## config.mk

```make
export PLATFORM = sky130hd
export DESIGN_NAME = serial_xfer_ctrl
export DESIGN_NICKNAME = d
export VERILOG_FILES = /design/src/rtl/serial_xfer_ctrl_pkg.sv /design/src/rtl/serial_xfer_ctrl_shift_left_reg.sv /design/src/rtl/serial_xfer_ctrl.sv
export SDC_FILE = /design/constraint.sdc
export NUM_CORES = 1
export LEC_CHECK = 0
export ABC_CLOCK_PERIOD_IN_PS = 1900
export CAP_MARGIN = 20
export CORE_AREA = 3 3 56 58
export CTS_BUF_LIST = sky130_fd_sc_hd__clkbuf_4
export CTS_CLUSTER_SIZE = 40
export DETAILED_ROUTE_END_ITERATION = 8
export DIE_AREA = 0 0 59 61
export PLACE_DENSITY = 0.5
export SETUP_SLACK_MARGIN = 0.2
export SLEW_MARGIN = 0
export SYNTH_ARGS = -nofsm -noshare
export SYNTH_HDL_FRONTEND = slang
export SYNTH_HIERARCHICAL = 1
export SYNTH_SLANG_ARGS = --single-unit
```

## constraint.sdc

```tcl
create_clock -name Clock -period 1.9 [get_ports Clock]
set_input_delay 0.285 -clock Clock [delete_from_list [all_inputs] [get_ports Clock]]
set_output_delay 0.285 -clock Clock [all_outputs]
set_load 0.01 [all_outputs]
```

## src/rtl/serial_xfer_ctrl_pkg.sv

```systemverilog
// Shared definitions for the serial transfer controller: FSM state encoding
// and the default word width.
package serial_xfer_ctrl_pkg;

  localparam int DEFAULT_N = 8;

  typedef enum logic [1:0] {
    IDLE  = 2'd0,
    SHIFT = 2'd1,
    DONE  = 2'd2
  } state_e;

endpackage

```

## src/rtl/serial_xfer_ctrl_shift_left_reg.sv

```systemverilog
// Left-shifting register with parallel load; serial input enters at bit 0
// so the MSB leaves first.
module shift_left_reg
  import serial_xfer_ctrl_pkg::*;
#(
  parameter int N = DEFAULT_N
) (
  input  logic         Clock,
  input  logic         Resetn,
  input  logic         load_i,
  input  logic         shift_en_i,
  input  logic         sin_i,
  input  logic [N-1:0] d_i,
  output logic [N-1:0] q_o
);

  logic [N-1:0] q_q;
  logic [N-1:0] q_d;

  // Load has priority over shift; otherwise hold.
  always_comb begin
    q_d = q_q;
    if (load_i) begin
      q_d = d_i;
    end else if (shift_en_i) begin
      q_d = {q_q[N-2:0], sin_i};
    end else begin
      q_d = q_q;
    end
  end

  // Register state.
  always_ff @(posedge Clock or negedge Resetn) begin
    if (!Resetn) begin
      q_q <= '0;
    end else begin
      q_q <= q_d;
    end
  end

  assign q_o = q_q;

endmodule

```

## src/rtl/serial_xfer_ctrl.sv

```systemverilog
// Serial transfer controller: loads a parallel word, shifts it out MSB first
// while shifting sin in, then presents the received word with valid/ready.
module serial_xfer_ctrl
  import serial_xfer_ctrl_pkg::*;
#(
  parameter int N = DEFAULT_N
) (
  input  logic         Clock,
  input  logic         Resetn,
  input  logic [N-1:0] Data,
  input  logic         in_valid,
  output logic         in_ready,
  input  logic         sin,
  output logic         sout,
  output logic         sout_en,
  output logic [N-1:0] RxData,
  output logic         out_valid,
  input  logic         out_ready,
  input  logic         abort
);

  localparam int CW = $clog2(N + 1);

  state_e       state_q, state_d;
  logic [CW-1:0] cnt_q, cnt_d;
  logic         load_s;
  logic         shift_s;
  logic [N-1:0] q_s;

  // Next-state, counter and shift-register control.
  always_comb begin
    state_d = state_q;
    cnt_d   = cnt_q;
    load_s  = 1'b0;
    shift_s = 1'b0;
    case (state_q)
      IDLE: begin
        if (in_valid && !abort) begin
          load_s  = 1'b1;
          cnt_d   = '0;
          state_d = SHIFT;
        end else begin
          state_d = IDLE;
        end
      end
      SHIFT: begin
        // An aborted cycle does not shift, so Q keeps its partial contents.
        if (abort) begin
          state_d = IDLE;
        end else begin
          shift_s = 1'b1;
          cnt_d   = cnt_q + CW'(1);
          if (cnt_q == CW'(N - 1)) begin
            state_d = DONE;
          end else begin
            state_d = SHIFT;
          end
        end
      end
      DONE: begin
        if (abort || out_ready) begin
          state_d = IDLE;
        end else begin
          state_d = DONE;
        end
      end
      default: begin
        state_d = IDLE;
      end
    endcase
  end

  // State and bit-counter registers.
  always_ff @(posedge Clock or negedge Resetn) begin
    if (!Resetn) begin
      state_q <= IDLE;
      cnt_q   <= '0;
    end else begin
      state_q <= state_d;
      cnt_q   <= cnt_d;
    end
  end

  shift_left_reg #(.N(N)) u_shift_reg (
    .Clock      (Clock),
    .Resetn     (Resetn),
    .load_i     (load_s),
    .shift_en_i (shift_s),
    .sin_i      (sin),
    .d_i        (Data),
    .q_o        (q_s)
  );

  assign in_ready  = (state_q == IDLE);
  assign sout_en   = (state_q == SHIFT);
  assign sout      = sout_en & q_s[N-1];
  assign out_valid = (state_q == DONE);
  assign RxData    = q_s;

endmodule

```

==> results.cfg, run 1 <==
[run_status]
outcome = finished, final reports clean

[timing]
fin_skew_ns = 0.00495
worst_slew_pin_slew_ns = 0.620
max_freq_ghz = 0.606
relSlewSlack = 0.585
drv_slew = 0
rsz0062_at_grt = no
setup_viol = 0
final.setup.tns_ns = 0
finalCritPeriodShare = 0.869
final-hold-violation-count = 0
period_minus_slack_ns = 1.65

[detailed_routing]
post_drt_wl_per_cell_um = 11.4
initialDrtViolationCount = 3
drt-total-wl_um = 1430
vias = 558
drt-pass1-iter-count = 3
vias_per_cell = 4.46
drt_drc_violations_left = 0
antenna_left = 0

[finish]
num_antenna_cells = 0
drive_gt1_frac = 0.181
final_nets = 111
stdcell_count = 125
area_delta_synth_final_pct = 46.5

[pwr]
pwr-share-seq = 0.465
p_int_uw = 667
p_leak_nw = 0.458
power_density_nw_per_um2 = 928
clockPowerShare = 0.168
switchingPower_uw = 287
p_sw_frac = 0.301
vdd_ir_drop_max_mv = 0.432
combPwrFrac = 0.367

[clock_tree]
cts_max_level = 1
clock_sinks = 14
cts_tree = built
clk_pin_slew_ns = 0.08
clk_latency_ns = 0.27
clockRootBuffer = clkbuf_4
cts-hold-fix-buffers = 0
numCtsBuffers = 3
cts_buffer_depth = 2

[worst_setup_path]
critPathLaunchType = register
worstPathArrival_ns = 1.81
crit_required_ns = 2.06
cp_max_fo = 8
endpoint_kind = register
crit_type = register to register
r2r_cells = 5

[synthesis]
syn_avg_cell_area_um2 = 11.1
netlist_top_cells_count = dfrtp_1 (14), nand2_1 (11), mux2i_1 (9)
yosysWarningCount = 6
synth_top_area_frac = 0.499
ys_async_sr_fraction = 1.00
yosysTopAreaCell = dfrtp_1
synth-seq-cells = 14
synth_edf_count = 0
seq_area_frac_synth = 0.499
synth_area_um2 = 702
synth_most_common_cell = dfrtp_1
synth_fp_nets = 78
synthTopCellsByArea = dfrtp_1 (50%), mux2i_1 (13%), nand2_1 (5.9%), o21ai_1 (5.7%), buf_6 (3.2%)
synthesis.instances = 63
yosys.cell_types.count = 22
ys.flop_type = dfrtp_1

[global_route]
grt_pass1_wl_um = 2520
grt_max_degree = 15
track_usage = 0.0916
grt_pass1_vias = 534
antenna_found_initial = 0
grt-ovfl-total = 0

[worst_hold_path]
hold_class = input pin to async pin

[floorplan]
die-area_um2 = 3600
start_util = 0.259
rows = 19
core_um2 = 2710
fp.dieH_um = 61
dieWidth_um = 59
io_pins = 26

[place]
post-dp-hpwl_um = 1130
gp_congestion = 0.685
dp.cells = 120
portBuffers = 25

[job]
cap_violations = 0
==> timing repair <==
item,in CTS,in global routing
pin swaps,0,0
setup endpoints to repair,3,3
resized for setup,3,2
buffers inserted,2,0
==> worst paths after layout <==
check | start | end | slack, ns
worst max-delay path | state_q[0] | cnt_q[0] | 0.25
worst min-delay path | Resetn | u_shift_reg/q_o[3] | 0.40
worst max register to register | state_q[0] | cnt_q[0] | 0.25
worst min register to register | cnt_q[3] | cnt_q[3] | 0.51
max in group asynchronous | Resetn | state_q[1] | 1.10
min in group Clock | cnt_q[3] | cnt_q[3] | 0.51
==> worst max-delay path, stage by stage, from the launching register on <==
cell and delay [ns]:
dfrtp_1 0.41, buf_4 0.14, or4b_4 0.57, inv_4 0.11, nor2_2 0.06, mux2_4 0.25
==> routing by layer <==
layer  global-route usage  share of wire  vias to the layer above  routed length, µm
li1                     -              -                      286                  -
met1                0.124           0.43                      261                610
met2                0.140           0.53                       11                754
met3               0.0277          0.046                        0                 66
met4               0.0291              0                        0                  0
met5                    0              0                        -                  0
==> power by group through the flow <==
stage	sequential (mW)	combinational (mW)	clock [mW]
floorplan	0.463	0.154	0
global placement	0.453	0.357	0
detailed placement	0.453	0.357	0
CTS	0.447	0.358	0.169
global route	0.464	0.390	0.183
finish	0.444	0.350	0.160
==> final cells by class <==
cell class	count	area, µm²
clock buffer	3	22.5
fill	287	1680
inverter	1	6.26
multi-input combinational	46	324
sequential	14	350
tap	31	38.8
timing repair buffer	30	287
==> metrics by stage <==
step / hold WS [ns] / cell area [µm²] / total power, mW / worst slack [ns] / util
floorplan: -0.0106 / 702 / 0.617 / 0.427 / -
global placement: 0.482 / 991 / 0.810 / 0.125 / 0.366
detailed placement: 0.499 / 991 / 0.810 / 0.108 / 0.366
CTS: 0.420 / 1020 / 0.973 / 0.150 / 0.378
global route: 0.434 / 1030 / 1.04 / 0.204 / 0.380
finish: 0.396 / 1030 / 0.954 / 0.250 / 0.380
==> sequential cells by signal (all words and copies together) (netlist names) <==
| signal | count |
|---|---|
| u_shift_reg/q_o | 8 |
| cnt_q | 4 |
| state_q | 2 |
==> kinds of logic after synthesis <==
family                     synth area share
AOI/OAI and AO/OA                    0.0980
adders and majority gates            0.0178
buffers and inverters                0.0392
DFF                                   0.499
muxes                                 0.166
and+or+nand+nor                       0.180
==> cells in the final DEF, fill, tap and decap left out, types with 2 or more instances in the layout <==
master / count
and2b_2: 2
buf_4: 5
clkbuf_4: 3
clkdlybuf4s50_1: 21
dfrtp_1: 14
dlygate4sd2_1: 3
mux2i_1: 9
nand2_1: 11
nor2_1: 2
o21ai_1: 8
Note: power is estimated with default switching activity, not from simulation.
==> run 2: changes to the inputs <==
--- a/config.mk
+++ b/config.mk
@@ -7,13 +7,14 @@
 export LEC_CHECK = 0
 export ABC_CLOCK_PERIOD_IN_PS = 1900
 export CAP_MARGIN = 20
-export CORE_AREA = 3 3 56 58
+export CORE_AREA = 2 2 55 57
 export CTS_BUF_LIST = sky130_fd_sc_hd__clkbuf_4
 export CTS_CLUSTER_SIZE = 40
 export DETAILED_ROUTE_END_ITERATION = 8
-export DIE_AREA = 0 0 59 61
+export DIE_AREA = 0 0 57 59
 export PLACE_DENSITY = 0.5
 export SETUP_SLACK_MARGIN = 0.2
+export SKIP_CTS_REPAIR_TIMING = 1
 export SLEW_MARGIN = 0
 export SYNTH_ARGS = -nofsm -noshare
 export SYNTH_HDL_FRONTEND = slang
==> run 2 against run 1 <==
Net effect: total power is 1.1% higher; clock power about the same; largest cell class unchanged; critical path type is now register to output port; wire length rose by 2.1%.
==> results.cfg, run 2 (same netlist as run 1, synthesis figures left out) <==
[run_status]
outcome = finished, final reports clean

[detailed_routing]
wl_met1_um = 660
post_drt_wl_per_cell_um = 11.3
route.met2.wl_um = 716
vias_per_cell = 4.53
met3_length_um = 63
drt_drc_violations_left = 0
drt-pass1-iter-count = 2
initialDrtViolationCount = 8
top_layer_used = met4
drt-total-wl_um = 1460
antenna_left = 0
vias = 585

[clock_tree]
clockRootBuffer = clkbuf_4
cts_buffer_depth = 2
clk_latency_ns = 0.27
cts_max_level = 1
clock_sinks = 14
clk_pin_slew_ns = 0.08
numCtsBuffers = 3
cts_tree = built

[worst_setup_path]
worstPathArrival_ns = 1.44
reg2reg_from = state_q[1]
reg2reg_to = cnt_q[0]
cpMaxStageDelayCell = clkdlybuf4s50_1
cp_max_fo = 4
crit_type = register to output port
endpoint_kind = output port
rrSetupSlack_ns = 0.29
critPathMaxStageDelay_ns = 0.54
path_buf_inv = 2
r2r_cells = 5
critPathLaunchType = register
crit_path_cell_trace = buf_4, nor2_1, clkdlybuf4s50_1
crit_required_ns = 1.62
crit_family = buffers and inverters

[timing]
final.setup.tns_ns = 0
max_freq_ghz = 0.579
drv_slew = 0
relSlewSlack = 0.581
fin_skew_ns = 0.00182
period_minus_slack_ns = 1.73
worst_slew_pin_slew_ns = 0.626
rsz0062_at_grt = yes
whs_ns = 0.394
final-hold-violation-count = 0
finalCritPeriodShare = 0.910
setup_viol = 0

[place]
portBuffers = 25
placed_cell_area_um2 = 998
post-dp-hpwl_um = 1120
gp_congestion = 0.708
dp.cells = 121

[finish]
mostFrequentLayoutCells = clkdlybuf4s50_1 (22), dfrtp_1 (14), nand2_1 (11)
area_delta_synth_final_pct = 51.9
stdcell_area_um2 = 1070
mostFrequentLayoutCell = clkdlybuf4s50_1
stdcell_count = 129
final_nets = 115
num_antenna_cells = 0
drive_gt1_frac = 0.214
largest_register_ffs = 8

[job]
cap_violations = 0

[floorplan]
die-area_um2 = 3360
io_pins = 26
fp.dieH_um = 59
rows = 19
core_um2 = 2710
dieWidth_um = 57
start_util = 0.259

[pwr]
vdd_ir_drop_max_mv = 0.540
p_total_uw = 965
power_density_nw_per_um2 = 905
p_leak_nw = 0.511

[global_route]
grt_pass1_vias = 543
antenna_found_initial = 0
grt_max_degree = 15
grt-ovfl-total = 0
grt_pass1_wl_um = 2400
track_usage = 0.0922

[worst_hold_path]
hold_class = input pin to async pin
[run 2: changes by cell type in the layout (fill, tap and decap cells not counted), sizes merged]
cell	before	now
clkinv	0	1
clkdlybuf4s50	21	22
buf	5	9
dlymetal6s2s	1	3
inv	1	0
dlygate4sd2	3	0
[run 2: stage by stage]
stage	setup WS [ns]	util
after floorplan	0.427	-
after global placement	0.153	0.368
after detailed placement	0.129	0.368
after CTS	-0.0304	0.377
after global routing	0.127	0.393
final	0.172	0.393
[run 2: cell type report]
cell class	count	area [µm²]
clock buffers	3	22.5
repair buffers	34	325
fillers	284	1640
inverters	1	5.00
multi-input cells	46	324
well taps	31	38.8
flip-flops and latches	14	350
[run 2: worst max path at each step]
stage	depth (start not counted)	slack, ns	endpoint	startpoint
4_1_cts	3	-0.03	sout	state_q[1]
3_5_place_dp	5	0.13	cnt_q[0]	abort
3_3_place_gp	5	0.15	cnt_q[0]	in_valid
2_1_floorplan	4	0.43	cnt_q[0]	state_q[0]
6_report	3	0.17	in_ready	state_q[1]
5_1_grt	3	0.13	in_ready	state_q[1]
[run 2: power by group]
group / internal [mW] / total, mW / switching, mW
combinational: 0.226 / 0.356 / 0.130
sequential: 0.376 / 0.446 / 0.0691
clock: 0.0734 / 0.163 / 0.0901
total: 0.676 / 0.965 / 0.289
[run 2: routing by layer]
metal	up-vias	global-route usage
met3	2	0.0306
met4	0	0.0399
met2	13	0.144
met5	-	0
li1	293	-
met1	277	0.117
==> run 3: changes to the inputs <==
--- a/config.mk
+++ b/config.mk
@@ -7,16 +7,16 @@
 export LEC_CHECK = 0
 export ABC_CLOCK_PERIOD_IN_PS = 1900
 export CAP_MARGIN = 20
-export CORE_AREA = 2 2 55 57
+export CORE_AREA = 2 2 56 58
 export CTS_BUF_LIST = sky130_fd_sc_hd__clkbuf_4
 export CTS_CLUSTER_SIZE = 40
 export DETAILED_ROUTE_END_ITERATION = 8
-export DIE_AREA = 0 0 57 59
-export PLACE_DENSITY = 0.5
+export DIE_AREA = 0 0 58 60
+export PLACE_DENSITY = 0.49
+export RECOVER_POWER = 25
 export SETUP_SLACK_MARGIN = 0.2
 export SKIP_CTS_REPAIR_TIMING = 1
 export SLEW_MARGIN = 0
 export SYNTH_ARGS = -nofsm -noshare
 export SYNTH_HDL_FRONTEND = slang
-export SYNTH_HIERARCHICAL = 1
 export SYNTH_SLANG_ARGS = --single-unit
==> run 3 against run 2 <==
Net effect: non-clock buffer count down 3; first-iteration DRC count is 25% higher; die area rose by 3.5%; final cell count up 5.4%; worst setup slack better by 0.090 ns; synthesized area is 1.8% higher; wire length rose by 13%; sequential share of layout area up 0.47 points; synthesized cell count up 14%; critical path type is now register to register; largest power group unchanged.
==> results.cfg, run 3 <==
[synthesis]
netlist_top_cells_count = nand2_1 (15), dfrtp_1 (14), a31oi_1 (8)
yosys.cell_types.count = 25
syn_avg_cell_area_um2 = 9.92
synth_edf_count = 0
synthTopCellsByArea = dfrtp_1 (49%), nand2_1 (7.9%), a31oi_1 (7.0%), buf_6 (4.7%), nor3b_2 (3.5%)
synth_area_um2 = 714
synthesis.instances = 72
yosysWarningCount = 0
synth_top_area_frac = 0.490
ys.flop_type = dfrtp_1
synth-seq-cells = 14
yosysTopAreaCell = dfrtp_1
synth_fp_nets = 87
seq_area_frac_synth = 0.490
synth_most_common_cell = nand2_1
ys_async_sr_fraction = 1.00

[floorplan]
core_um2 = 2900
rows = 20
start_util = 0.246
io_pins = 26
die-area_um2 = 3480
fp.dieH_um = 60
dieWidth_um = 58

[run_status]
outcome = finished, final reports clean

[timing]
rsz0062_at_grt = yes
worst_slew_pin_slew_ns = 0.667
whs_ns = 0.464
setup_viol = 0
final-hold-violation-count = 0
fin_skew_ns = 0.00552
final.setup.tns_ns = 0
relSlewSlack = 0.554
period_minus_slack_ns = 1.64
max_freq_ghz = 0.610
finalCritPeriodShare = 0.863
drv_slew = 0

[detailed_routing]
vias_per_cell = 4.54
vias = 618
drt-pass1-iter-count = 4
drt-total-wl_um = 1650
drt_drc_violations_left = 0
post_drt_wl_per_cell_um = 12.2
initialDrtViolationCount = 10
antenna_left = 0

[global_route]
antenna_found_initial = 0
grt_pass1_vias = 611
grt_pass1_wl_um = 2740
track_usage = 0.107
grt-ovfl-total = 0
grt_max_degree = 22

[clock_tree]
clock_sinks = 14
numCtsBuffers = 3
cts_tree = built
clk_latency_ns = 0.29
cts_buffer_depth = 2
cts_max_level = 1
clockRootBuffer = clkbuf_4
clk_pin_slew_ns = 0.09

[finish]
final_nets = 119
drive_gt1_frac = 0.155
mostFrequentLayoutCells = clkdlybuf4s50_1 (20), nand2_1 (15), dfrtp_1 (13)
largest_register_ffs = 8
num_antenna_cells = 0
mostFrequentLayoutCell = clkdlybuf4s50_1
area_delta_synth_final_pct = 47.6

[worst_hold_path]
hold_class = input pin to async pin

[pwr]
p_leak_nw = 0.515
vdd_ir_drop_max_mv = 0.496
power_density_nw_per_um2 = 844
p_total_uw = 891

[worst_setup_path]
worstPathArrival_ns = 1.87
cp_max_fo = 15
endpoint_kind = register
crit_type = register to register
crit_required_ns = 2.13
critPathLaunchType = register

[job]
cap_violations = 0

[place]
post-dp-hpwl_um = 1150
gp_congestion = 0.742
portBuffers = 25
run 3: changes by cell type after synthesis, moves of 2 or more:
cell,before,now
nand3_1,0,2
mux2i_1,9,1
nor2_1,2,6
inv_1,0,3
and2b_2,2,0
o22ai_2,0,2
a31oi_1,0,8
nand2_1,11,15
o21ai_1,8,1
run 3: area by class of cell:
type | instances | area, µm²
Fill cell | 307 | 1850
Sequential cell | 14 | 352
Multi-Input combinational cell | 51 | 319
Timing Repair Buffer | 31 | 305
Tap cell | 33 | 41.3
Clock buffer | 3 | 22.5
Inverter | 3 | 11.3
Clock inverter | 1 | 3.75
run 3: metrics by stage:
step | setup slack (ns) | instance area, µm² | util | instances
after detailed placement | 0.0706 | 987 | 0.340 | 129
final | 0.261 | 1050 | 0.363 | 136
after global routing | 0.169 | 1050 | 0.363 | 136
after floorplan | 0.534 | 714 | - | 72
after CTS | -0.0192 | 1010 | 0.349 | 133
after global placement | 0.0973 | 987 | 0.340 | 129
run 3: critical path, cell delays in order (launching register included):
cell,delay [ns]
dfrtp_2,0.46
buf_4,0.15
or3b_1,0.59
nor3b_2,0.26
o21a_1,0.12
run 3: cell families (layout without fill, tap and decap cells):
kind of cell,after synthesis,count (layout),share of synthesized area
AND/OR/NAND/NOR,33,33,0.249
AO/OA/AOI/OAI,16,16,0.156
flip-flops,14,14,0.490
buffers and inverters,7,38,0.0736
adder cells (fa/ha/maj),1,1,0.0175
multiplexers,1,1,0.0140
run 3: final timing paths:
check                            from          to  slack, ns  depth (start not counted)
setup reg to reg           state_q[1]    cnt_q[2]       0.26                          4
hold reg to reg              cnt_q[0]    cnt_q[0]       0.52                          1
hold / removal                 Resetn  state_q[0]       0.46                          1
min in group Clock           cnt_q[0]    cnt_q[0]       0.52                          1
max in group asynchronous      Resetn  state_q[1]       0.97                          1
setup / recovery           state_q[1]    cnt_q[2]       0.26                          4
run 3: layer usage:
layer	vias up	part of all wire	GRT usage
met5	-	0	0
met4	0	0	0.0299
met3	0	0.063	0.0498
met2	17	0.47	0.161
met1	287	0.46	0.138
li1	314	-	-
run 3: power breakdown:
part | switching, mW | leakage, nW | internal (mW)
Combinational | 0.119 | 0.331 | 0.176
Clock | 0.105 | 0.0154 | 0.0763
Sequential | 0.0545 | 0.169 | 0.360
Total | 0.279 | 0.515 | 0.612
